## src/rtl/player_physics.sv

```systemverilog
// Vertical flap/gravity physics for the player sprite, stepped once per frame.
// Outputs are registered and only move on frame_tick, so they stay stable across the visible frame.
module player_physics #(
   parameter int PLAYER_X      = 200,
   parameter int PLAYER_SIZE_Y = 24,
   parameter int START_Y       = 200,
   parameter int CEIL_Y        = 0,
   parameter int FLOOR_Y       = 418,
   parameter int GRAVITY       = 1,
   parameter int FLAP_VEL      = 8,
   parameter int MAX_FALL      = 10
) (
   input  logic        VGA_clk,
   input  logic        rst,
   input  logic        frame_tick,
   input  logic        flap,
   input  logic [3:0]  game_state,
   output logic [15:0] playerX,
   output logic [15:0] playerY,
   output logic [3:0]  player_state,
   output logic        player_dir,
   output logic        hit
);

   typedef enum logic [3:0] {
      S_IDLE    = 4'd0,
      S_RISING  = 4'd1,
      S_FALLING = 4'd2,
      S_DEAD    = 4'd3
   } pstate_t;

   localparam logic [15:0]        START16 = 16'(START_Y);
   localparam logic [15:0]        CEIL16  = 16'(CEIL_Y);
   localparam logic [15:0]        REST16  = 16'(FLOOR_Y - PLAYER_SIZE_Y);
   localparam logic signed [16:0] CEIL17  = 17'(CEIL_Y);
   localparam logic signed [16:0] FLOOR17 = 17'(FLOOR_Y);
   localparam logic signed [16:0] SIZE17  = 17'(PLAYER_SIZE_Y);
   localparam logic signed [8:0]  GRAV9   = 9'(GRAVITY);
   localparam logic signed [8:0]  MAXF9   = 9'(MAX_FALL);
   localparam logic signed [7:0]  FLAP8   = 8'(-FLAP_VEL);

   pstate_t            state_q, state_d;
   logic [15:0]        y_q, y_d;
   logic signed [7:0]  vel_q, vel_d;
   logic               flap_req_q, flap_req_d;
   logic               flap_prev_q;
   logic               hit_q, hit_d;

   logic               flap_edge;
   logic               do_update;
   logic               req_now;
   logic signed [8:0]  vel_inc;
   logic signed [7:0]  new_vel;
   logic signed [16:0] new_y;

   always_ff @(posedge VGA_clk or posedge rst) begin
      if (rst) begin
         state_q     <= S_IDLE;
         y_q         <= START16;
         vel_q       <= '0;
         flap_req_q  <= 1'b0;
         flap_prev_q <= 1'b0;
         hit_q       <= 1'b0;
      end else begin
         state_q     <= state_d;
         y_q         <= y_d;
         vel_q       <= vel_d;
         flap_req_q  <= flap_req_d;
         flap_prev_q <= flap;
         hit_q       <= hit_d;
      end
   end

   // A flap edge landing on the tick cycle is folded straight into that update.
   always_comb begin
      flap_edge = flap & ~flap_prev_q;
      req_now   = flap_req_q | flap_edge;
      do_update = frame_tick && (game_state == 4'd1) && (state_q != S_DEAD);

      vel_inc = $signed({vel_q[7], vel_q}) + GRAV9;
      if (req_now)
         new_vel = FLAP8;
      else if (vel_inc > MAXF9)
         new_vel = MAXF9[7:0];
      else
         new_vel = vel_inc[7:0];

      new_y = $signed({1'b0, y_q}) + $signed({{9{new_vel[7]}}, new_vel});
   end

   always_comb begin
      state_d    = state_q;
      y_d        = y_q;
      vel_d      = vel_q;
      flap_req_d = req_now;
      hit_d      = 1'b0;

      if (game_state == 4'd0) begin
         state_d    = S_IDLE;
         y_d        = START16;
         vel_d      = '0;
         flap_req_d = 1'b0;
      end else if (do_update) begin
         flap_req_d = 1'b0;
         if (new_y < CEIL17) begin
            y_d     = CEIL16;
            vel_d   = '0;
            state_d = S_FALLING;
         end else if ((new_y + SIZE17) >= FLOOR17) begin
            y_d     = REST16;
            vel_d   = '0;
            state_d = S_DEAD;
            hit_d   = 1'b1;
         end else begin
            y_d     = new_y[15:0];
            vel_d   = new_vel;
            state_d = new_vel[7] ? S_RISING : S_FALLING;
         end
      end
   end

   assign playerX      = 16'(PLAYER_X);
   assign playerY      = y_q;
   assign player_state = state_q;
   assign player_dir   = vel_q[7];
   assign hit          = hit_q;

endmodule

```

## config.mk

```make
export PLATFORM = sky130hd
export DESIGN_NAME = player_physics
export DESIGN_NICKNAME = d
export VERILOG_FILES = /design/src/rtl/player_physics.sv
export SDC_FILE = /design/constraint.sdc
export NUM_CORES = 1
export LEC_CHECK = 0
export BUFFER_PORTS_ARGS = -buffer_cell sky130_fd_sc_hd__buf_2
export CORE_ASPECT_RATIO = 1.2
export CORE_MARGIN = 5
export CORE_UTILIZATION = 25
export DETAILED_ROUTE_END_ITERATION = 10
export MAX_ROUTING_LAYER = met4
export PLACE_DENSITY_LB_ADDON = 0.25
export SKIP_CTS_REPAIR_TIMING = 1
export SYNTH_ARGS = -nofsm -noshare
export SYNTH_HDL_FRONTEND = slang
export SYNTH_SLANG_ARGS = --single-unit
```

## constraint.sdc

```tcl
create_clock -name VGA_clk -period 6.63 [get_ports VGA_clk]
set_input_delay 1.326 -clock VGA_clk [delete_from_list [all_inputs] [get_ports VGA_clk]]
set_output_delay 1.326 -clock VGA_clk [all_outputs]
set_load 0.03 [all_outputs]
```

## Yosys cells after proc, flatten, opt, wreduce, memory -nomap -nowiden

Index checks and enable logic that the tools add are counted.

- Bits of input ports: 8
- Register bits after elaboration: 31
- Output and inout bits: 38
- Logic and storage cells: 42

- Add/subtract/negate cells: 3
- Eq/ne operators: 2
- Reduce and logical (&&, ||, !) cells: 4
- Magnitude comparators: 3
- Mux-type cells: 21
- Bitwise gates (word level): 3

Operators with widths:

| operator | count |
|---|---|
| $mux 16 | 4 |
| $mux 8 | 6 |
| $add 17x6->17 const B | 1 |
| $add 17x8->17 | 1 |
| $ge 17x10->1 const B | 1 |
| $lt 17x1->1 const B | 1 |
| $add 8x2->9 const B | 1 |
| $gt 9x5->1 const B | 1 |
| $mux 4 | 2 |
| $mux 1 | 6 |
| $mux 2 | 3 |
| $eq 4x1->1 const B | 1 |
| $logic_not 4->1 | 1 |
| $ne 4x2->1 const B | 1 |
| $logic_and 1x1->1 | 2 |
| $reduce_bool 2->1 | 1 |
| $and 1x1->1 | 1 |
| $not 1->1 | 1 |
| $or 1x1->1 | 1 |

## Longest topological paths before layout

- Word-level depth: 11
- Depth in mapped cells: 28
- Gate-level depth less buffers: 25

## Worst setup path after synthesis

No wires, ideal clock.

- Path type: register to register
- Start point: register vel_q[0]
- End point: register y_q[10] (netlist: playerY[10])
- Library setup time: 0.066 ns
- Required time: 6.564 ns
- Path buffers: 3
- Stages on the path, launching flop included: 28
- Path slack: 0.905 ns
- Arrival time: 5.659 ns
- Period minus slack after synthesis: 5.725 ns
- Cells stage by stage: dfrtp_1 -> ha_1 -> clkbuf_1 -> nand2_1 -> o31ai_1 -> a32o_1 -> o2111a_1 -> o21ai_0 -> xor2_1 -> a211o_1 -> nor2_1 -> ha_1 -> inv_1 -> fa_1 -> nand2b_1 -> a21oi_1 -> xor2_1 -> inv_1 -> ha_1 -> inv_1 -> o211a_1 -> or3b_1 -> or4_1 -> a221o_1 -> buf_6 -> a21oi_4 -> buf_6 -> a22o_2

- Longest elaborated chain between the ends: 11
- Elaborated cells between the ends (all ways): 12
- Those cells by class: add/sub (3); order compare (3); mux (6)

RTL lines:

| element | line | RTL |
|---|---|---|
| start, declared | 44 | `logic signed [7:0] vel_q, vel_d;` |
| start signal, assigned | 67 | `vel_q <= vel_d;` |
| $add 8x2->9 (*) | 80 | `vel_inc = $signed({vel_q[7], vel_q}) + GRAV9;` |
| $gt 9x5->1 | 83 | `else if (vel_inc > MAXF9)` |
| $mux 8 (*) | 83 |  |
| $mux 8 (*) | 81 | `if (req_now)` |
| $add 17x8->17 (*) | 88 | `new_y = $signed({1'b0, y_q}) + $signed({{9{new_vel[7]}}, new_vel});` |
| $add 17x6->17 | 109 | `end else if ((new_y + SIZE17) >= FLOOR17) begin` |
| $ge 17x10->1 | 109 |  |
| $mux 16 | 109 |  |
| $mux 16 (*) | 105 | `if (new_y < CEIL17) begin` |
| $mux 16 (*) | 103 | `end else if (do_update) begin` |
| $mux 16 (*) | 98 | `if (game_state == 4'd0) begin` |
| end signal, assigned | 66 | `y_q <= y_d;` |
| end, declared | 43 | `logic [15:0] y_q, y_d;` |

Mark *: on every way between the ends. The rest lies on a longest branch, timed or not. The select of a mux whose other input is x is not followed.
A chain may end at the register's enable or synchronous reset.

## Worst setup path in the final report

- Start point: register vel_q[0]
- End point: register y_q[0] (netlist: playerY[0])

Same word-level chain as after synthesis.

==> results.json <==
{
  "first_pass_iters": 4,
  "grt.overflow.total": 0,
  "synthArstFlopShare_pct": 100,
  "hold_path.class": "reg2reg",
  "status": "completed",
  "worstSetupEndpointType": "register",
  "io_buffers": 27,
  "finalSetupTns_ns": 0,
  "maxCapViolCount": 0,
  "synth_area_um2": 2930,
  "synthDistinctLibCells": 68,
  "critPathMaxFanout": 16,
  "yosysTopAreaCell": "dfrtp_1",
  "boundaryPins": 46,
  "worst-setup-path-type": "reg2reg",
  "layout.nets": 405,
  "clock.fmax_mhz": 163,
  "maxSlewHeadroom_pct": 47.0,
  "arrival_ns": 6.36,
  "layout_min_cycle_time_ns": 6.15,
  "yosys_warnings": 0,
  "drv_slew": 0,
  "fin_util_pct": 28.6,
  "synth-simple-area-share_pct": 19.3,
  "cts_buffers": 5,
  "root_buffer": "clkbuf_16",
  "grt_pass1_wl_mm": 13.1,
  "yosysSeqAreaShare_pct": 24.9,
  "synth_mux_area_share_pct": 0.727,
  "start_kind": "register",
  "first_iter_violations": 207,
  "finalNonFillerCells": 534,
  "setup_viol": 0,
  "clock_latency_ns": 0.27,
  "hold_violations": 0,
  "irDropWorstVdd_v": 0.000139,
  "crit_required_ns": 6.84,
  "ctsLongestPathBuffers": 2,
  "num_rows": 43,
  "synthAdderAreaFrac_pct": 9.23,
  "dp_hpwl_mm": 6.63,
  "synth_top_family_by_area": "compound AO/OA/AOI/OAI gates",
  "ant_nets": 0,
  "rsz0062_at_grt": "no",
  "cts.sinks": 29,
  "postPlaceCellArea_um2": 3130,
  "dp.cells": 525,
  "clkTransAtPathRegs_ns": 0.05,
  "grt_max_degree": 30,
  "synth_top_cell_area_share_pct": 22.2,
  "power.density_nw_per_um2": 542,
  "worst_slew_pin_slew_ns": 0.792,
  "die_y_um": 129,
  "die_area_um2": 14000,
  "synthFlopType": "dfrtp_1",
  "grtUsageTotal_pct": 12.0,
  "ys_top_cells_by_area": "dfrtp_1 22%, ha_1 8.6%, a21oi_1 4.8%",
  "ys_seq_elements": 29,
  "syn_area_per_cell_um2": 8.29,
  "first_global_vias": 2498,
  "totalWireLength_mm": 8.21,
  "antenna_found_initial": 0,
  "synth-edff-count": 0,
  "n_antenna_cell": 0,
  "gp_congestion": 0.877,
  "initial_utilization_pct": 25.4,
  "avgRoutedWirePerCell_um": 15.4,
  "clock_skew_ns": 0.00635,
  "fin_area_um2": 3300,
  "die_w_um": 109,
  "drc": 0,
  "synthCells": 353,
  "synth_common_cells": "28 x a21oi_1, 28 x nand2_1, 26 x dfrtp_1, 24 x nor2_1, 23 x o21ai_0",
  "num_vias": 2666,
  "rrSetupSlack_ns": 0.48,
  "cts_tree": "yes",
  "synth-compound-area-share_pct": 30.0,
  "min_period_over_period_pct": 92.8,
  "coreArea_um2": 11500,
  "drive_gt1_share_pct": 17.0,
  "synth_xor_xnor_area_share_pct": 5.94,
  "p_total_mw": 1.79,
  "htreeDepth": 2,
  "drt-vias-per-instance": 4.99,
  "area_growth_pct": 12.7,
  "p_leak_nw": 1.43
}
[layer usage]
metal  GRT usage [%]  up-vias  routed length (um)
met3            1.76        6                 272
met4            2.82        0                  80
met2            20.8       52                4250
met5               -        -                   0
li1                -     1315                   -
met1            14.7     1293                3610
[state kept, by name, summed over array words and instances, names as in the netlist]
| register | count |
|---|---|
| hit | 1 |
| playerY | 16 |
| vel_q | 8 |
| flap_req_q | 1 |
| flap_prev_q | 1 |
| player_state | 2 |
[final timing paths]
| check | start | end | cells past startpoint |
|---|---|---|---|
| setup / recovery | vel_q[0] | playerY[0] | 25 |
| hold / removal | playerY[2] | playerY[2] | 1 |
| setup reg to reg | vel_q[0] | playerY[0] | 25 |
| hold reg to reg | playerY[2] | playerY[2] | 1 |
| max in group asynchronous | rst | playerY[3] | 3 |
| min in group asynchronous | rst | flap_prev_q | 3 |
[placed cells by master (no fill, tap or decap), drive strengths merged, types with 5 or more instances in the layout]
cell    netlist  routed
inv          17      17
a211o         5       5
ha           20      20
dfrtp        26      26
clkbuf        9       6
a21o          6       6
nor4          5       5
conb          2      18
o21ai        24      24
a22o         15      15
xor2          9       9
a21oi        31      31
nand4         8       8
nor3          9       9
nand3         9       9
xnor2        10      10
nand2b        7       7
nand2        28      28
buf          23      32
nor2         24      24
[cell families (layout without fill, tap and decap cells)]
group                    Yosys count  count (layout)
AO/OA/AOI/OAI                    121             121
AND/OR/NAND/NOR                  110             110
buffers and inverters             49              57
flip-flops                        29              29
adder cells (fa/ha/maj)           21              21
XOR/XNOR                          19              19
other                              2              18
multiplexers                       2               2
[stage by stage]
step | hold slack (ns) | setup slack, ns
2_1_floorplan | 0.509 | 0.905
3_3_place_gp | 0.512 | 0.472
3_5_place_dp | 0.513 | 0.299
4_1_cts | 0.524 | 0.266
5_1_grt | 0.540 | 0.0397
6_report | 0.513 | 0.476
[final cells by class]
cell class                 count  area [um^2]
clock buffer                   6          129
clock inverter                 2         10.0
fill                        1260         8220
inverter                      17         63.8
multi-input combinational    291         1980
sequential                    29          729
tap                          157          196
timing repair buffer          32          185
[power by group]
group          switching, mW  internal (mW)  total [mW]
logic                  0.804          0.469        1.27
registers             0.0679          0.232       0.300
clock network         0.0765          0.137       0.214
total                  0.948          0.839        1.79
[worst max-delay path: stages (launching register included)]
cell	delay, ns
dfrtp_1	0.46
ha_2	0.31
nand2_1	0.11
o31ai_1	0.24
a32o_1	0.16
o2111a_1	0.21
o21ai_0	0.10
xor2_1	0.17
a211o_1	0.35
nor2_1	0.15
ha_1	0.21
inv_1	0.06
fa_1	0.39
nand2b_1	0.23
a21oi_1	0.18
xor2_1	0.24
inv_1	0.13
ha_1	0.23
inv_1	0.09
o211a_1	0.23
or3b_1	0.39
or4_1	0.43
a221o_2	0.49
a21oi_4	0.20
buf_12	0.17
a32o_1	0.16
(Power assumes the default switching activity.)
